===== src/rtl/digi_clock_rtc_if.sv =====
// Control, load, alarm and time/pulse signals of the RTC, bundled between
// the controlling logic (master) and the clock core (slave).
interface digi_clock_rtc_if;
    logic       run;
    logic       mode_12h;
    logic       load;
    logic [4:0] ld_hr;
    logic [5:0] ld_min;
    logic [5:0] ld_sec;
    logic       alarm_en;
    logic [4:0] alarm_hr;
    logic [5:0] alarm_min;
    logic [5:0] sec;
    logic [5:0] min;
    logic [4:0] hr;
    logic [4:0] hr_disp;
    logic       pm;
    logic       sec_tick;
    logic       min_tick;
    logic       hr_tick;
    logic       day_tick;
    logic       alarm_hit;
    logic       load_err;

    modport master (
        output run, mode_12h, load, ld_hr, ld_min, ld_sec, alarm_en, alarm_hr, alarm_min,
        input  sec, min, hr, hr_disp, pm, sec_tick, min_tick, hr_tick, day_tick, alarm_hit,
               load_err
    );

    modport slave (
        input  run, mode_12h, load, ld_hr, ld_min, ld_sec, alarm_en, alarm_hr, alarm_min,
        output sec, min, hr, hr_disp, pm, sec_tick, min_tick, hr_tick, day_tick, alarm_hit,
               load_err
    );
endinterface


===== src/rtl/digi_clock_rtc.sv =====
// 24-hour real-time clock: CLK_DIV prescaler, validated load, 12/24-hour
// display mapping, registered rollover pulses and an HH:MM alarm.
module digi_clock_rtc #(
    parameter int unsigned CLK_DIV = 100
) (
    input logic             clk,
    input logic             rst,
    digi_clock_rtc_if.slave bus
);
    localparam int unsigned CntW = (CLK_DIV > 1) ? $clog2(CLK_DIV) : 1;
    localparam logic [CntW-1:0] CntMax = CntW'(CLK_DIV - 1);

    logic [CntW-1:0] cnt_q, cnt_d;
    logic [5:0]      sec_q, sec_d, min_q, min_d;
    logic [4:0]      hr_q, hr_d;
    logic            sec_tick_q, sec_tick_d, min_tick_q, min_tick_d;
    logic            hr_tick_q, hr_tick_d, day_tick_q, day_tick_d;
    logic            alarm_hit_q, alarm_hit_d, load_err_q, load_err_d;

    logic ld_ok, do_load, tick, do_tick;
    logic sec_wrap, min_wrap, hr_wrap, alarm_ok;

    always_comb begin
        ld_ok    = (bus.ld_hr <= 5'd23) && (bus.ld_min <= 6'd59) && (bus.ld_sec <= 6'd59);
        do_load  = bus.load && ld_ok;
        tick     = bus.run && (cnt_q == CntMax);
        // a valid load swallows a coincident tick
        do_tick  = tick && !do_load;
        sec_wrap = (sec_q == 6'd59);
        min_wrap = (min_q == 6'd59);
        hr_wrap  = (hr_q == 5'd23);
        alarm_ok = (bus.alarm_hr <= 5'd23) && (bus.alarm_min <= 6'd59);

        cnt_d       = cnt_q;
        sec_d       = sec_q;
        min_d       = min_q;
        hr_d        = hr_q;
        sec_tick_d  = 1'b0;
        min_tick_d  = 1'b0;
        hr_tick_d   = 1'b0;
        day_tick_d  = 1'b0;
        alarm_hit_d = 1'b0;
        load_err_d  = bus.load && !ld_ok;

        if (do_load) begin
            cnt_d = '0;
            sec_d = bus.ld_sec;
            min_d = bus.ld_min;
            hr_d  = bus.ld_hr;
        end else begin
            if (bus.run) begin
                cnt_d = tick ? '0 : cnt_q + 1'b1;
            end
            if (do_tick) begin
                sec_tick_d = 1'b1;
                sec_d      = sec_wrap ? 6'd0 : sec_q + 6'd1;
                if (sec_wrap) begin
                    min_tick_d = 1'b1;
                    min_d      = min_wrap ? 6'd0 : min_q + 6'd1;
                    if (min_wrap) begin
                        hr_tick_d  = 1'b1;
                        hr_d       = hr_wrap ? 5'd0 : hr_q + 5'd1;
                        day_tick_d = hr_wrap;
                    end
                end
                // only a tick landing on sec 0 can hit, so it fires once per day
                alarm_hit_d = bus.alarm_en && alarm_ok && sec_wrap &&
                              (min_d == bus.alarm_min) && (hr_d == bus.alarm_hr);
            end
        end
    end

    always_ff @(posedge clk) begin
        if (rst) begin
            cnt_q       <= '0;
            sec_q       <= '0;
            min_q       <= '0;
            hr_q        <= '0;
            sec_tick_q  <= 1'b0;
            min_tick_q  <= 1'b0;
            hr_tick_q   <= 1'b0;
            day_tick_q  <= 1'b0;
            alarm_hit_q <= 1'b0;
            load_err_q  <= 1'b0;
        end else begin
            cnt_q       <= cnt_d;
            sec_q       <= sec_d;
            min_q       <= min_d;
            hr_q        <= hr_d;
            sec_tick_q  <= sec_tick_d;
            min_tick_q  <= min_tick_d;
            hr_tick_q   <= hr_tick_d;
            day_tick_q  <= day_tick_d;
            alarm_hit_q <= alarm_hit_d;
            load_err_q  <= load_err_d;
        end
    end

    always_comb begin
        bus.hr_disp = hr_q;
        if (bus.mode_12h) begin
            if (hr_q == 5'd0) begin
                bus.hr_disp = 5'd12;
            end else if (hr_q > 5'd12) begin
                bus.hr_disp = hr_q - 5'd12;
            end
        end
    end

    assign bus.pm        = (hr_q >= 5'd12);
    assign bus.sec       = sec_q;
    assign bus.min       = min_q;
    assign bus.hr        = hr_q;
    assign bus.sec_tick  = sec_tick_q;
    assign bus.min_tick  = min_tick_q;
    assign bus.hr_tick   = hr_tick_q;
    assign bus.day_tick  = day_tick_q;
    assign bus.alarm_hit = alarm_hit_q;
    assign bus.load_err  = load_err_q;
endmodule


===== src/flat_wrapper.sv =====
// flat-port wrapper written by rule: the top's interface ports become plain ports
module digi_clock_rtc_flat 
#(
    parameter int unsigned CLK_DIV = 100
)
  (clk, rst, bus_run, bus_mode_12h, bus_load, bus_ld_hr, bus_ld_min, bus_ld_sec, bus_alarm_en, bus_alarm_hr, bus_alarm_min, bus_sec, bus_min, bus_hr, bus_hr_disp, bus_pm, bus_sec_tick, bus_min_tick, bus_hr_tick, bus_day_tick, bus_alarm_hit, bus_load_err);
  digi_clock_rtc_if bus_i ();
  input logic clk;
  input logic rst;
  input wire logic [$bits(bus_i.run)-1:0] bus_run;
  input wire logic [$bits(bus_i.mode_12h)-1:0] bus_mode_12h;
  input wire logic [$bits(bus_i.load)-1:0] bus_load;
  input wire logic [$bits(bus_i.ld_hr)-1:0] bus_ld_hr;
  input wire logic [$bits(bus_i.ld_min)-1:0] bus_ld_min;
  input wire logic [$bits(bus_i.ld_sec)-1:0] bus_ld_sec;
  input wire logic [$bits(bus_i.alarm_en)-1:0] bus_alarm_en;
  input wire logic [$bits(bus_i.alarm_hr)-1:0] bus_alarm_hr;
  input wire logic [$bits(bus_i.alarm_min)-1:0] bus_alarm_min;
  output wire logic [$bits(bus_i.sec)-1:0] bus_sec;
  output wire logic [$bits(bus_i.min)-1:0] bus_min;
  output wire logic [$bits(bus_i.hr)-1:0] bus_hr;
  output wire logic [$bits(bus_i.hr_disp)-1:0] bus_hr_disp;
  output wire logic [$bits(bus_i.pm)-1:0] bus_pm;
  output wire logic [$bits(bus_i.sec_tick)-1:0] bus_sec_tick;
  output wire logic [$bits(bus_i.min_tick)-1:0] bus_min_tick;
  output wire logic [$bits(bus_i.hr_tick)-1:0] bus_hr_tick;
  output wire logic [$bits(bus_i.day_tick)-1:0] bus_day_tick;
  output wire logic [$bits(bus_i.alarm_hit)-1:0] bus_alarm_hit;
  output wire logic [$bits(bus_i.load_err)-1:0] bus_load_err;
  assign bus_i.run = bus_run;
  assign bus_i.mode_12h = bus_mode_12h;
  assign bus_i.load = bus_load;
  assign bus_i.ld_hr = bus_ld_hr;
  assign bus_i.ld_min = bus_ld_min;
  assign bus_i.ld_sec = bus_ld_sec;
  assign bus_i.alarm_en = bus_alarm_en;
  assign bus_i.alarm_hr = bus_alarm_hr;
  assign bus_i.alarm_min = bus_alarm_min;
  assign bus_sec = bus_i.sec;
  assign bus_min = bus_i.min;
  assign bus_hr = bus_i.hr;
  assign bus_hr_disp = bus_i.hr_disp;
  assign bus_pm = bus_i.pm;
  assign bus_sec_tick = bus_i.sec_tick;
  assign bus_min_tick = bus_i.min_tick;
  assign bus_hr_tick = bus_i.hr_tick;
  assign bus_day_tick = bus_i.day_tick;
  assign bus_alarm_hit = bus_i.alarm_hit;
  assign bus_load_err = bus_i.load_err;
  digi_clock_rtc #(.CLK_DIV(CLK_DIV)) u_core (.clk(clk), .rst(rst), .bus(bus_i));
endmodule

===== config.mk =====
export PLATFORM = sky130hd
export DESIGN_NAME = digi_clock_rtc_flat
export DESIGN_NICKNAME = d
export VERILOG_FILES = /design/src/rtl/digi_clock_rtc_if.sv /design/src/rtl/digi_clock_rtc.sv /design/src/flat_wrapper.sv
export SDC_FILE = /design/constraint.sdc
export NUM_CORES = 1
export LEC_CHECK = 0
export BUFFER_PORTS_ARGS = -buffer_cell sky130_fd_sc_hd__buf_2
export CAP_MARGIN = 25
export CORE_ASPECT_RATIO = 1.25
export CORE_UTILIZATION = 30
export DETAILED_ROUTE_END_ITERATION = 16
export HOLD_SLACK_MARGIN = 0.12
export PLACE_DENSITY = 0.54
export SYNTH_ARGS = -nofsm -noshare
export SYNTH_HDL_FRONTEND = slang
export SYNTH_SLANG_ARGS = --single-unit

===== constraint.sdc =====
create_clock -name clk -period 3.7 [get_ports clk]
set_input_delay 0.555 -clock clk [delete_from_list [all_inputs] [get_ports clk]]
set_output_delay 0.555 -clock clk [all_outputs]
set_load 0.02 [all_outputs]

==> impl_metrics.ini <==
[detailed_routing]
final_antenna_net_count = 0
drtPass1Iterations = 4
drt-total-wl_um = 6439
drt-wirelength-per-cell_um = 15.15
viasPerCell = 5.412
vias = 2300
drtIter0Drc = 120
drc = 0

[sta]
final-setup-viol-count = 0
max_slew_margin_pct = 47.83
fmax_mhz = 396.2
rsz0062_at_grt = false
drv_slew = 0
fin_crit_sh_pct = 68.22
hold_viol = 0
period_minus_slack_ns = 2.524
skew_ns = 0.003922
hold_ws_ns = 0.4983
setup-tns-final_ns = 0
tightest_slew_ns = 0.7761

[setup_path]
critical-path-top-delay-family = flip-flops
start_kind = flop
crit_slowest_cell = dfxtp_1
path_class = reg -> out
cpMostUsedCell = o21ai_0
cp_max_fo = 11
crit_arrival_ns = 1.97
max_stage_delay_ns = 0.55
path_cells = ha_1 > a21oi_1 > o21ai_0 > nor2_1 > o21ai_0 > buf_2
path_buf_inv = 1
critPathCaptureType = primary output
crit_required_ns = 3.14

[global_route]
grt_util_all_layers_pct = 17.31
grt_max_degree = 25
grt_overflow = 0
gr-usage-met1_pct = 21.54
top_usage_layer = met2
grt_pass1_vias = 2109
grt_pass1_wl_um = 10360
grt_use_met3_pct = 3.396
antenna_found_initial = 0
use_met2_pct = 29.41

[cells_and_area]
drive_gt1_share_pct = 24.48
diodes = 0
syn_to_final_growth_pct = 23.41
fill_cells = 749
layout_commonest_cell = buf_2
layout.nets = 377
mostFrequentLayoutCells = buf_2 (62), nor2_1 (40), dfxtp_1 (30)

[clock_network]
path_clk_slew_ns = 0.06
cts-buffers-inserted = 5
cts.sinks = 30
cts-hold-fix-buffers = 0
cts.repair.resized = 0
h-tree-depth = 2
root_buffer = clkbuf_8
cts.path.max_buffers = 2
post-cts-setup-buffer-count = 0
tritoncts = built
clk_latency_ns = 0.28

[yosys]
yosysSeqAreaShare_pct = 27.96
synth_nets = 317
yosysTopAreaCellShare_pct = 27.96
ys_warn_count = 0
synth.distinct_cells = 59
synth-edff-count = 0
avgSynthCellArea_um2 = 7.812
synth_flop_cell = dfxtp_1
syn-cell-area_um2 = 2148
yosysTopAreaCell = dfxtp_1
synth-seq-cells = 30
synth_cells = 275
synthTopCellsByArea = dfxtp_1 (28%), nor2_1 (7.0%), ha_1 (4.7%), nand2_1 (4.4%), a211oi_1 (3.8%)
async_reset_ff_share_pct = 0

[floorplanning]
rows = 34
start_util_pct = 30.98
fp.coreArea_um2 = 6934
die_area_um2 = 7506
die_h_um = 96.61
top_level_ports = 63
die_w_um = 77.69

[power_and_ir_drop]
leakage_nw = 1.146
total_power_uw = 911.9
powerDensity_nw_per_um2 = 343.9
ir_worst_vdd_uv = 167.4

[place]
dpl.hpwl_um = 4919
gp_congestion = 0.8210
port_buffers = 62

[worst_hold_path]
hold_path_class = reg -> reg

[outcome]
status = complete, no violations

[run]
drv_cap = 0
[power breakdown]
part           internal [mW]  switching [mW]
clock                  0.215           0.127
sequential             0.340          0.0343
combinational         0.0800           0.115
[cells in the mapped netlist (3+ instances only)]
| cell type | n |
|---|---|
| a311oi_1 | 7 |
| o21ai_1 | 4 |
| ha_1 | 8 |
| clkbuf_1 | 8 |
| nand3_1 | 12 |
| a21oi_1 | 13 |
| nor2_1 | 40 |
| nand4_1 | 7 |
| o21ai_0 | 13 |
| dfxtp_1 | 30 |
| nand4b_1 | 3 |
| mux2i_1 | 5 |
| nand2_1 | 25 |
| nand2b_1 | 3 |
| nor3_1 | 6 |
| and2_1 | 4 |
| xnor2_1 | 9 |
| xor2_1 | 7 |
| a211oi_1 | 11 |
| inv_1 | 12 |
[path summary, 6_finish.rpt]
kind,endpoint,cells after the start,slack (ns),from
worst min register to register,u_core.cnt_q[1],2,0.50,u_core.cnt_q[1]
worst min-delay path,u_core.cnt_q[1],2,0.50,u_core.cnt_q[1]
worst max register to register,u_core.bus.min[4],6,1.42,u_core.bus.sec[0]
worst max-delay path,bus_hr_disp[3],6,1.18,u_core.bus.hr[2]
[worst register-to-register path, cell delays in order (launching register included)]
cell	delay, ns
dfxtp_1	0.38
ha_1	0.28
nand3b_4	0.14
nor2_2	0.39
nand3_1	0.22
or4b_1	0.52
a311oi_1	0.26
[cell families (layout without fill, tap and decap cells)]
family	after synthesis	after routing	synth area share (%)
multiplexers	6	6	2.854
XOR/XNOR	16	16	6.523
adder cells (fa/ha/maj)	8	8	4.659
AO/OA/AOI/OAI	72	72	22.83
flip-flops	30	30	27.96
AND/OR/NAND/NOR	121	121	31.22
buffers and inverters	22	82	3.960
[state kept, by name, indices dropped and copies added, names as in the netlist]
signal / flops
u_core.bus.alarm_hit: 1
u_core.bus.day_tick: 1
u_core.bus.hr: 5
u_core.bus.hr_tick: 1
u_core.bus.load_err: 1
u_core.bus.min: 6
u_core.bus.min_tick: 1
u_core.bus.sec: 6
u_core.bus.sec_tick: 1
u_core.cnt_q: 7
[stage by stage]
stage,worst slack [ns],cells,util [%],cell area (um^2)
global route,1.013,425,38.24,2651
global placement,1.348,418,36.61,2539
CTS,1.131,425,38.24,2651
detailed placement,1.330,418,36.61,2539
floorplan,1.448,275,-,2148
finish,1.176,425,38.24,2651
[routing by layer]
layer | share of wire, % | vias up
met4 | 1.5 | 0
met3 | 5.2 | 8
met2 | 48 | 82
met1 | 45 | 1072
li1 | - | 1138
met5 | 0 | -
[layout make-up]
| class | instances | area (um^2) | area share (%) |
|---|---|---|---|
| multi-input combinational | 223 | 1463 | 55.17 |
| sequential | 30 | 600.6 | 22.65 |
| timing repair buffer | 63 | 317.8 | 11.99 |
| tap | 90 | 112.6 | 4.247 |
| clock buffer | 6 | 82.58 | 3.115 |
| inverter | 12 | 45.04 | 1.699 |
| clock inverter | 1 | 30.03 | 1.133 |
(Power assumes the default switching activity.)
